**src/rtl/apb2reg_bridge.sv**
```systemverilog
// apb2reg_bridge: converts APB slave transfers into one-cycle read/write
// strobes for a simple register block inside a byte-addressed window.
//
// Ports
//   i_clk, i_rst_n    clock (rising edge) and asynchronous active-low reset
//   i_psel, i_penable APB select and access-phase enable
//   i_pwrite          APB direction, 1 = write
//   i_paddr           APB byte address
//   i_pwdata          APB write data
//   o_pready          transfer complete (one cycle, in RESP)
//   o_prdata          read data, non-zero only in RESP of an error-free read
//   o_pslverr         error response, only meaningful with o_pready
//   o_reg_write       one-cycle write strobe to the register block
//   o_reg_read        one-cycle read strobe to the register block
//   o_reg_addr        register offset (i_paddr - BASE_ADDR), held until next setup
//   o_reg_wdata       register write data, held until next setup
//   i_reg_rdata       register read data, valid the cycle after o_reg_read
//   o_err_cnt         saturating count of error responses
module apb2reg_bridge #(
  parameter logic [31:0] BASE_ADDR = 32'h0000_0000,
  parameter logic [31:0] ADDR_SPAN = 32'h0000_0004
) (
  input  logic        i_clk,
  input  logic        i_rst_n,
  input  logic        i_psel,
  input  logic        i_penable,
  input  logic        i_pwrite,
  input  logic [31:0] i_paddr,
  input  logic [31:0] i_pwdata,
  output logic        o_pready,
  output logic [31:0] o_prdata,
  output logic        o_pslverr,
  output logic        o_reg_write,
  output logic        o_reg_read,
  output logic [31:0] o_reg_addr,
  output logic [31:0] o_reg_wdata,
  input  logic [31:0] i_reg_rdata,
  output logic [7:0]  o_err_cnt
);

  localparam int unsigned AW = 32;
  localparam int unsigned DW = 32;
  localparam int unsigned CW = 8;

  typedef enum logic [1:0] {
    S_IDLE    = 2'd0,
    S_ACCESS  = 2'd1,
    S_RD_WAIT = 2'd2,
    S_RESP    = 2'd3
  } state_e;

  state_e          state_q;
  logic            pwrite_q;
  logic            err_q;
  logic [AW-1:0]   reg_addr_q;
  logic [DW-1:0]   reg_wdata_q;
  logic [DW-1:0]   prdata_q;
  logic            pready_q;
  logic            pslverr_q;
  logic            reg_write_q;
  logic            reg_read_q;
  logic [CW-1:0]   err_cnt_q;

  // Setup-phase decode of the incoming address
  logic            setup_c;
  logic [AW-1:0]   offset_c;
  logic            addr_err_c;

  assign setup_c    = i_psel & ~i_penable;
  // Unsigned 32-bit wrap: addresses below the base produce a huge offset,
  // but they are also flagged explicitly so the window check never relies on it.
  assign offset_c   = i_paddr - BASE_ADDR;
  assign addr_err_c = (i_paddr[1:0] != 2'b00) |
                      (i_paddr < BASE_ADDR)   |
                      (offset_c >= ADDR_SPAN);

  // Transfer FSM with all outputs registered; strobes, pready and prdata are
  // single-cycle pulses, so they default to 0 every cycle.
  always_ff @(posedge i_clk or negedge i_rst_n) begin
    if (!i_rst_n) begin
      state_q     <= S_IDLE;
      pwrite_q    <= 1'b0;
      err_q       <= 1'b0;
      reg_addr_q  <= '0;
      reg_wdata_q <= '0;
      prdata_q    <= '0;
      pready_q    <= 1'b0;
      pslverr_q   <= 1'b0;
      reg_write_q <= 1'b0;
      reg_read_q  <= 1'b0;
      err_cnt_q   <= '0;
    end else begin
      reg_write_q <= 1'b0;
      reg_read_q  <= 1'b0;
      pready_q    <= 1'b0;
      pslverr_q   <= 1'b0;
      prdata_q    <= '0;

      case (state_q)
        S_IDLE: begin
          // A lone penable without a setup phase is ignored here.
          if (setup_c) begin
            state_q     <= S_ACCESS;
            pwrite_q    <= i_pwrite;
            err_q       <= addr_err_c;
            reg_addr_q  <= offset_c;
            reg_wdata_q <= i_pwdata;
            // Strobe is launched now so it is visible for the ACCESS cycle.
            reg_write_q <= i_pwrite & ~addr_err_c;
            reg_read_q  <= ~i_pwrite & ~addr_err_c;
          end
        end

        S_ACCESS: begin
          if (!err_q && !pwrite_q) begin
            state_q <= S_RD_WAIT;
          end else begin
            state_q   <= S_RESP;
            pready_q  <= 1'b1;
            pslverr_q <= err_q;
          end
        end

        S_RD_WAIT: begin
          // Register block answers one cycle after the read strobe.
          state_q  <= S_RESP;
          pready_q <= 1'b1;
          prdata_q <= i_reg_rdata;
        end

        S_RESP: begin
          state_q <= S_IDLE;
          if (pslverr_q && (err_cnt_q != {CW{1'b1}})) begin
            err_cnt_q <= err_cnt_q + CW'(1);
          end
        end

        default: begin
          state_q <= S_IDLE;
        end
      endcase
    end
  end

  assign o_pready    = pready_q;
  assign o_prdata    = prdata_q;
  assign o_pslverr   = pslverr_q;
  assign o_reg_write = reg_write_q;
  assign o_reg_read  = reg_read_q;
  assign o_reg_addr  = reg_addr_q;
  assign o_reg_wdata = reg_wdata_q;
  assign o_err_cnt   = err_cnt_q;

  // Structural invariants of the strobe and response pulses
  a_strobe_excl: assert property (@(posedge i_clk) disable iff (!i_rst_n)
    !(reg_write_q && reg_read_q));
  a_pready_pulse: assert property (@(posedge i_clk) disable iff (!i_rst_n)
    pready_q |=> !pready_q);
  a_strobe_pulse: assert property (@(posedge i_clk) disable iff (!i_rst_n)
    (reg_write_q || reg_read_q) |=> !(reg_write_q || reg_read_q));

endmodule

```
**config.mk**
```make
export PLATFORM = sky130hd
export DESIGN_NAME = apb2reg_bridge
export DESIGN_NICKNAME = d
export VERILOG_FILES = /design/src/rtl/apb2reg_bridge.sv
export SDC_FILE = /design/constraint.sdc
export NUM_CORES = 1
export LEC_CHECK = 0
export ABC_AREA = 1
export CELL_PAD_IN_SITES_DETAIL_PLACEMENT = 1
export CELL_PAD_IN_SITES_GLOBAL_PLACEMENT = 2
export CORE_MARGIN = 4
export CORE_UTILIZATION = 23
export CTS_BUF_LIST = sky130_fd_sc_hd__clkbuf_8
export DETAILED_ROUTE_END_ITERATION = 12
export PLACE_DENSITY_LB_ADDON = 0.15
export SYNTH_ARGS = -nofsm -noshare
export SYNTH_HDL_FRONTEND = slang
export SYNTH_SLANG_ARGS = --single-unit
```
**constraint.sdc**
```tcl
create_clock -name i_clk -period 1.5 [get_ports i_clk]
set_input_delay 0.225 -clock i_clk [delete_from_list [all_inputs] [get_ports i_clk]]
set_output_delay 0.225 -clock i_clk [all_outputs]
set_load 0.005 [all_outputs]
```
Word level (Yosys, flattened, before mapping)
Cells that the tools add are included.
{ "classes": {"add_sub_neg": 1, "n_lt_le_gt_ge": 2, "eq_ne": 5, "mux": 12, "bitwise_logic": 8, "reduce_logical": 8} }
{ "op_table": {"columns": ["operator", "count"], "rows": [
  ["$ge A32 B3 Y1 const B", 1],
  ["$lt A32 B1 Y1 const B", 1],
  ["$mux W32", 1],
  ["$add A8 B1 Y8 const B", 1],
  ["$mux W1", 8],
  ["$ne A8 B8 Y1 const B", 1],
  ["$pmux W2 S4", 1],
  ["$eq A2 B2 Y1 const B", 2],
  ["$reduce_and A2 Y1", 2],
  ["$and A1 B1 Y1", 3],
  ["$not A1 Y1", 3],
  ["$eq A2 B1 Y1 const B", 1],
  ["$logic_and A1 B1 Y1", 2],
  ["$logic_not A1 Y1", 2],
  ["$logic_not A2 Y1", 1],
  ["$mux W2", 1],
  ["$ne A2 B2 Y1 const B", 1],
  ["$or A1 B1 Y1", 2],
  ["$pmux W1 S2", 1],
  ["$reduce_bool A2 Y1", 1]
]} }
{ "word_totals": {"regBits": 112, "inputBits": 101, "output_inout_bits": 108, "elab_cells": 47} }

Depth between registers and ports, before layout
Gate-level depths: netlist of the first run.
{ "depth": {"depth_word": 7, "ltp_mapped": 7, "mapped_depth_nobuf": 7} }

Worst setup path after synthesis of the first run
No wires, ideal clock.
{ "synth_timing": {"path_type": "register to register", "startpoint": "register state_q[0]", "endpoint": "register reg_wdata_q[8], in the netlist o_reg_wdata[8]", "setup_ns": 0.125, "t_arrival_ns": 1.312, "t_required_ns": 1.375, "slack_ns": 0.063, "path_stages_with_launch": 6, "path_buffers": 1, "synth_period_minus_slack_ns": 1.437, "path_cell_list": "dfrtp_1 > inv_1 > ha_1 > nand3_4 > clkbuf_8 > mux2_2"} }
{ "synth_via": {"elab_chain_len": 2} }
{ "synth_lines": {"columns": ["element", "line", "rtl"], "rows": [
  ["start, declared", "52", "state_e state_q;"],
  ["start signal, assigned", "81", "state_q <= S_IDLE;"],
  ["start signal, assigned", "103", "state_q <= S_ACCESS;"],
  ["start signal, assigned", "116", "state_q <= S_RD_WAIT;"],
  ["$logic_not A2 Y1", "99", "case (state_q)"],
  ["$reduce_and A2 Y1 (no source line)", null, null],
  ["end signal, assigned", "107", "reg_wdata_q <= i_pwdata;"],
  ["end, declared", "56", "logic [DW-1:0] reg_wdata_q;"]
]} }
No other way between the ends.
A chain may end at the register's enable or synchronous reset.

Worst setup path in the final report of the first run
{ "layout_timing": {"startpoint": "register state_q[1]", "endpoint": "register reg_wdata_q[1], in the netlist o_reg_wdata[1]"} }
Same word-level chain as after synthesis.

==> impl_metrics.yaml, run 1 <==
status:
  status: "finished clean"
timing:
  rsz0062_at_grt: "yes"
  drv_slew: 0
  finalSetupViolCount: 0
  worst_pin_slew_ps: 377
  fin_ws_ps: 15.4
  fin_crit_sh: 0.990
  slew_headroom: 0.748
  period_needed_ps: 1480
  hold_slack_ps: 290
  hold_violations: 0
  skew_ps: 15.9
  fmax_mhz: 674
routing:
  drt_iter0_markers: 90
  viasPerCell: 3.93
  firstDrtPassIters: 4
  vias: 3450
  ant_nets: 0
  routedWlPerCell_um: 15.2
  drc_errors: 0
  routed_wl_um: 13400
clocking:
  cts.path.max_buffers: 2
  insertion_delay_ps: 380
  cts_tree: "yes"
  clk_pin_slew_ps: 120
  cts_root_buffer: "clkbuf_8"
  htree_levels: 3
  cts_sinks: 112
  numCtsBuffers: 9
worst_setup_path:
  required_ps: 1770
  start_kind: "register"
  cp_data_arrival_time_ps: 1750
  cp_max_fo: 18
  crit_type: "reg -> reg"
  critPathCaptureType: "register"
  rr_worst_depth: 6
  rrSetupSlack_ps: 20
power_and_ir_drop:
  power.switching_mw: 3.45
  power.density_mw_per_mm2: 1530
  swShare: 0.310
  internal_power_mw: 7.69
  combPwrFrac: 0.400
  peakVddDrop_v: 0.000433
  seqPwrFrac: 0.422
  power.leakage_nw: 4.01
  clockPowerShare: 0.178
floorplanning:
  rows: 50
  die_w_um: 147
  io_pins: 209
  design.die.area_mm2: 0.0215
  dieHeight_um: 147
  core_mm2: 0.0188
  start_util: 0.235
min_path:
  hp-class: "in -> async"
final_layout:
  syn2layout_area_growth_pct: 64.8
  nFillCells: 2072
  utilization: 0.387
  drive_gt1_frac: 0.196
  fin_cells: 878
  nNetsFinal: 718
  ff_latch_area_mm2: 0.00280
  multi_input_area_mm2: 0.00136
placed_design:
  gp_congestion: 0.683
  post-place-ws_ps: -140
  dp_cells: 843
  dp_hpwl_um: 10400
  io_buffers: 208
synth:
  synth_edf_count: 0
  synth_top_area_share: 0.634
  synth_area_per_cell_um2: 11.9
  synth_most_common_cell: "dfrtp_1"
  syn_area_mm2: 0.00442
  synth_ff_type: "dfrtp_1"
  async_flop_share: 1.00
  ys_seq_area_frac: 0.634
  syn-num-nets: 479
  ys_types: 21
  ys_top_cells_by_area: "dfrtp_1 (63%), mux2_2 (14%), nand2_1 (6.7%)"
  yosysTopAreaCell: "dfrtp_1"
  yosysWarningCount: 0
  ys_ff_latch: 112
  ys_top_cells_by_count: "dfrtp_1 (112), nand2_1 (79), inv_1 (53), mux2_2 (53), nor2_1 (21)"
  synthCells: 373
global_routing:
  antenna_found_initial: 1
  grt_max_degree: 36
  grt_use_total: 0.127
  grt_pass1_wl_um: 21500
  overflow: 0
  grt_pass1_vias: 3896
flow_run:
  maxCapViolCount: 0
-- cells by family after synthesis --
family,after synthesis,share of synthesized area
simple gates,118,0.112
flops,112,0.634
compound gates,12,0.0136
fa+ha+maj,5,0.0142
mux,58,0.152
buf+inv,65,0.0688
xor+xnor,3,0.00595
-- final timing paths --
path                                           startpoint                          to
worst max-delay path               state_q[1]$_DFFE_PN0P_  o_reg_wdata[1]$_DFFE_PN0P_
worst min-delay path                              i_rst_n    o_err_cnt[0]$_DFFE_PN0P_
worst max register to register     state_q[1]$_DFFE_PN0P_  o_reg_wdata[1]$_DFFE_PN0P_
worst min register to register  o_reg_addr[2]$_DFFE_PN0P_   o_reg_addr[2]$_DFFE_PN0P_
max in group asynchronous                         i_rst_n  o_reg_addr[30]$_DFFE_PN0P_
min in group i_clk                        i_reg_rdata[27]      o_prdata[27]$_DFF_PN0_
-- final cells by class --
| cell class | count | share of cell area |
|---|---|---|
| Sequential cell | 112 | 0.385 |
| Multi-Input combinational cell | 196 | 0.187 |
| Clock inverter | 6 | 0.0101 |
| Antenna cell | 1 | 0.000343 |
| Tap cell | 260 | 0.0447 |
| Clock buffer | 10 | 0.0189 |
| Inverter | 54 | 0.0278 |
| Timing Repair Buffer | 239 | 0.326 |
-- critical path, stage by stage (launching register included) --
cell and delay, ps:
dfrtp_1 390, inv_2 60, ha_4 170, nand3_4 120, buf_12 130, buf_12 150
mux2_2 350
-- registers in the layout, indices dropped and copies added (netlist names) --
| signal | flops |
|---|---|
| o_prdata | 32 |
| o_reg_addr | 32 |
| o_reg_wdata | 32 |
| o_err_cnt | 8 |
| state_q | 2 |
| err_q | 1 |
| o_pready | 1 |
| o_pslverr | 1 |
| o_reg_read | 1 |
| o_reg_write | 1 |
| pwrite_q | 1 |
-- cell usage in the layout, fill, tap and decap left out, types with 3 or more instances in the layout --
cell type and instances:
dfrtp_1 111, clkdlybuf4s50_1 99, dlygate4sd2_1 88, nand2_1 79
mux2_2 53, inv_1 51, nor2_1 20, buf_4 20
dlymetal6s2s_1 20, clkbuf_8 10, buf_12 7, nand3_1 6
o21ai_0 6, mux2_4 5, o21ai_1 4, inv_2 3
nor3_2 3, nand4_1 3, ha_1 3
-- stage by stage --
step / TNS (ps) / power [mW] / area (µm²)
after floorplan: 0 / 6.50 / 4420
after global placement: -4110 / 9.70 / 6880
after detailed placement: -5680 / 9.87 / 6880
after CTS: 0 / 11.4 / 7100
after global routing: -2120 / 12.1 / 7290
final: 0 / 11.1 / 7290
-- routing by layer --
layer | GRT usage | vias up | part of all wire
met5 | 0 | - | 0
met4 | 0.0386 | 0 | 0.013
met2 | 0.208 | 123 | 0.49
met1 | 0.141 | 1674 | 0.38
met3 | 0.0726 | 11 | 0.12
li1 | - | 1642 | -
-- power groups by stage --
stage / registers (mW) / logic [mW] / clock network, mW
2_1_floorplan: 4.91 / 1.59 / 0
3_3_place_gp: 4.81 / 4.89 / 0
3_5_place_dp: 4.88 / 4.99 / 0
4_1_cts: 4.73 / 4.53 / 2.11
5_1_grt: 4.88 / 4.97 / 2.22
6_report: 4.70 / 4.46 / 1.98
-- what timing repair did --
| action | in CTS | in global routing |
|---|---|---|
| endpoints found under the hold margin | 21 | 0 |
| hold buffers | 1 | 0 |
| pin swaps | 0 | 0 |
| gates resized for setup | 93 | 39 |
| endpoints found under the setup margin | 124 | 67 |
| buffers inserted | 11 | 5 |
| gates cloned | 0 | 1 |
Note: power is estimated with default switching activity, not from simulation.
==> inputs of run 2 (changes only) <==
--- a/config.mk
+++ b/config.mk
@@ -5,11 +5,10 @@
 export SDC_FILE = /design/constraint.sdc
 export NUM_CORES = 1
 export LEC_CHECK = 0
-export ABC_AREA = 1
 export CELL_PAD_IN_SITES_DETAIL_PLACEMENT = 1
 export CELL_PAD_IN_SITES_GLOBAL_PLACEMENT = 2
 export CORE_MARGIN = 4
-export CORE_UTILIZATION = 23
+export CORE_UTILIZATION = 24
 export CTS_BUF_LIST = sky130_fd_sc_hd__clkbuf_8
 export DETAILED_ROUTE_END_ITERATION = 12
 export PLACE_DENSITY_LB_ADDON = 0.15
==> run 2 against run 1 <==
Compared with the run above:
- global-route usage up 0.39 points
- sequential share of layout area decreased by 0.27 points
- critical path type is now reg -> out
- power increased by 4.7%
==> impl_metrics.yaml, run 2 <==
routing:
  drt_iter0_markers: 75
  vias: 3140
  viasPerCell: 4.12
  drc_errors: 0
  routed_wl_um: 12900
  routedWlPerCell_um: 16.9
  ant_nets: 0
  firstDrtPassIters: 3
synth:
  ys_ff_latch: 112
  syn-num-nets: 381
  ys_seq_area_frac: 0.667
  synth_top_area_share: 0.667
  synth_ff_type: "dfrtp_1"
  synth_most_common_cell: "dfrtp_1"
  async_flop_share: 1.00
  synthCells: 275
  syn_area_mm2: 0.00420
  ys_top_cells_by_count: "dfrtp_1 (112), mux2_2 (65), and2_1 (34), nor4_1 (10)"
  yosysTopAreaCell: "dfrtp_1"
  ys_top_cells_by_area: "dfrtp_1 (67%), mux2_2 (17%), and2_1 (5.1%)"
  synth_edf_count: 0
  yosysWarningCount: 0
  synth_area_per_cell_um2: 15.3
  ys_types: 25
global_routing:
  overflow: 0
  grt_use_total: 0.131
  grt_max_degree: 34
  antenna_found_initial: 0
  grt_pass1_vias: 3505
  grt_pass1_wl_um: 20000
final_layout:
  nNetsFinal: 639
  ff_latch_area_mm2: 0.00280
  drive_gt1_frac: 0.257
  final_cell_mix: "clkdlybuf4s50_1 (120), dfrtp_1 (112), mux2_2 (65)"
  syn2layout_area_growth_pct: 74.7
  layout_commonest_cell: "clkdlybuf4s50_1"
  multi_input_area_mm2: 0.00138
  antenna_cells: 0
  nFillCells: 1812
floorplanning:
  design.die.area_mm2: 0.0197
  io_pins: 209
  rows: 48
  dieHeight_um: 140
  die_w_um: 140
  start_util: 0.244
  core_mm2: 0.0172
min_path:
  hp-class: "in -> async"
status:
  status: "finished clean"
worst_setup_path:
  path_buf_inv: 1
  crit_chain: "clkdlybuf4s50_1"
  critPathMaxStageDelay_ps: 500
  start_kind: "register"
  cp_top_family: "buffers and inverters"
  crit_slowest_cell: "clkdlybuf4s50_1"
  cp_data_arrival_time_ps: 1240
  required_ps: 1270
  rrSetupSlack_ps: 60
  cp_max_fo: 2
  crit_type: "reg -> out"
  critPathCaptureType: "primary output"
clocking:
  numCtsBuffers: 9
  htree_levels: 3
  cts_sinks: 112
  cts_tree: "yes"
  cts_root_buffer: "clkbuf_8"
  clk_pin_slew_ps: 100
  insertion_delay_ps: 370
  cts.path.max_buffers: 2
placed_design:
  dp_hpwl_um: 9670
  io_buffers: 208
  post-place-ws_ps: -362
  gp_congestion: 0.733
power_and_ir_drop:
  power.density_mw_per_mm2: 1590
  power.leakage_nw: 3.75
  peakVddDrop_v: 0.000617
timing:
  finalSetupViolCount: 0
  fin_ws_ps: 35.6
  hold_slack_ps: 295
  fmax_mhz: 683
  skew_ps: 11.7
  hold_violations: 0
  period_needed_ps: 1460
  fin_crit_sh: 0.976
  drv_slew: 0
  rsz0062_at_grt: "yes"
  slew_headroom: 0.750
  worst_pin_slew_ps: 371
flow_run:
  maxCapViolCount: 0
[run 2: worst reg2reg max path: cells and delay by family, from the launching register on]
| family | cells | cell delay, ps |
|---|---|---|
| compound gates | 1 | 220 |
| simple gates | 1 | 70 |
| buf+inv | 1 | 180 |
| fa+ha+maj | 1 | 170 |
| mux | 1 | 300 |
| flops | 1 | 400 |
[run 2: final cells by class]
| type | count | share of cell area |
|---|---|---|
| multi-input cells | 148 | 0.188 |
| clock buffers | 10 | 0.0188 |
| inverters | 5 | 0.00256 |
| flip-flops and latches | 112 | 0.382 |
| repair buffers | 257 | 0.357 |
| clock inverters | 5 | 0.0133 |
| well taps | 225 | 0.0384 |
[run 2: where the power goes]
group	internal [mW]	leakage [nW]	switching, mW	total [mW]
Combinational	3.11	2.22	1.69	4.79
Clock	1.14	0.125	1.00	2.14
Sequential	4.20	1.40	0.520	4.72
Total	8.45	3.75	3.21	11.7
[run 2: what timing repair did]
action                                 4_1_cts  5_1_grt
pin swaps                                    2        4
gates cloned                                 2        0
gates resized for setup                     61       42
endpoints found under the hold margin       21        0
setup buffers                               11        4
hold buffers                                 1        0
setup endpoints to repair                  114       70
[run 2: final timing paths]
path	startpoint	end	depth (start not counted)
min in group i_clk	i_reg_rdata[12]	o_prdata[12]$_DFF_PN0_	2
worst min register to register	o_reg_addr[21]$_DFFE_PN0P_	o_reg_addr[21]$_DFFE_PN0P_	1
worst min-delay path	i_rst_n	o_prdata[2]$_DFF_PN0_	2
worst max register to register	o_err_cnt[0]$_DFFE_PN0P_	o_err_cnt[1]$_DFFE_PN0P_	5
max in group asynchronous	i_rst_n	o_reg_wdata[18]$_DFFE_PN0P_	4
worst max-delay path	o_reg_wdata[20]$_DFFE_PN0P_	o_reg_wdata[20]	1
[run 2: per-stage QoR]
step	TNS (ps)	cell area, µm²	total power, mW	util	instances
after floorplan	-8.54	4200	6.44	-	275
after global placement	-16680	6810	9.74	0.395	729
after detailed placement	-18670	6810	9.87	0.395	729
after CTS	-149	7150	11.9	0.415	758
after global routing	-23.8	7330	12.5	0.426	762
final	0	7330	11.7	0.426	762
[run 2: kinds of logic (layout without fill, tap and decap cells)]
group,count (synthesis),in the layout,share of synthesized area
fa+ha+maj,5,5,0.0149
flops,112,112,0.667
simple gates,63,63,0.0879
mux,66,66,0.178
compound gates,7,7,0.0152
buf+inv,15,277,0.0221
xor+xnor,7,7,0.0146
[run 2: per-layer routing]
| metal | vias up | share of wire | track usage |
|---|---|---|---|
| met2 | 106 | 0.53 | 0.230 |
| met5 | - | 0 | 0 |
| met3 | 10 | 0.067 | 0.0420 |
| li1 | 1447 | - | - |
| met1 | 1577 | 0.39 | 0.150 |
| met4 | 0 | 0.015 | 0.0474 |
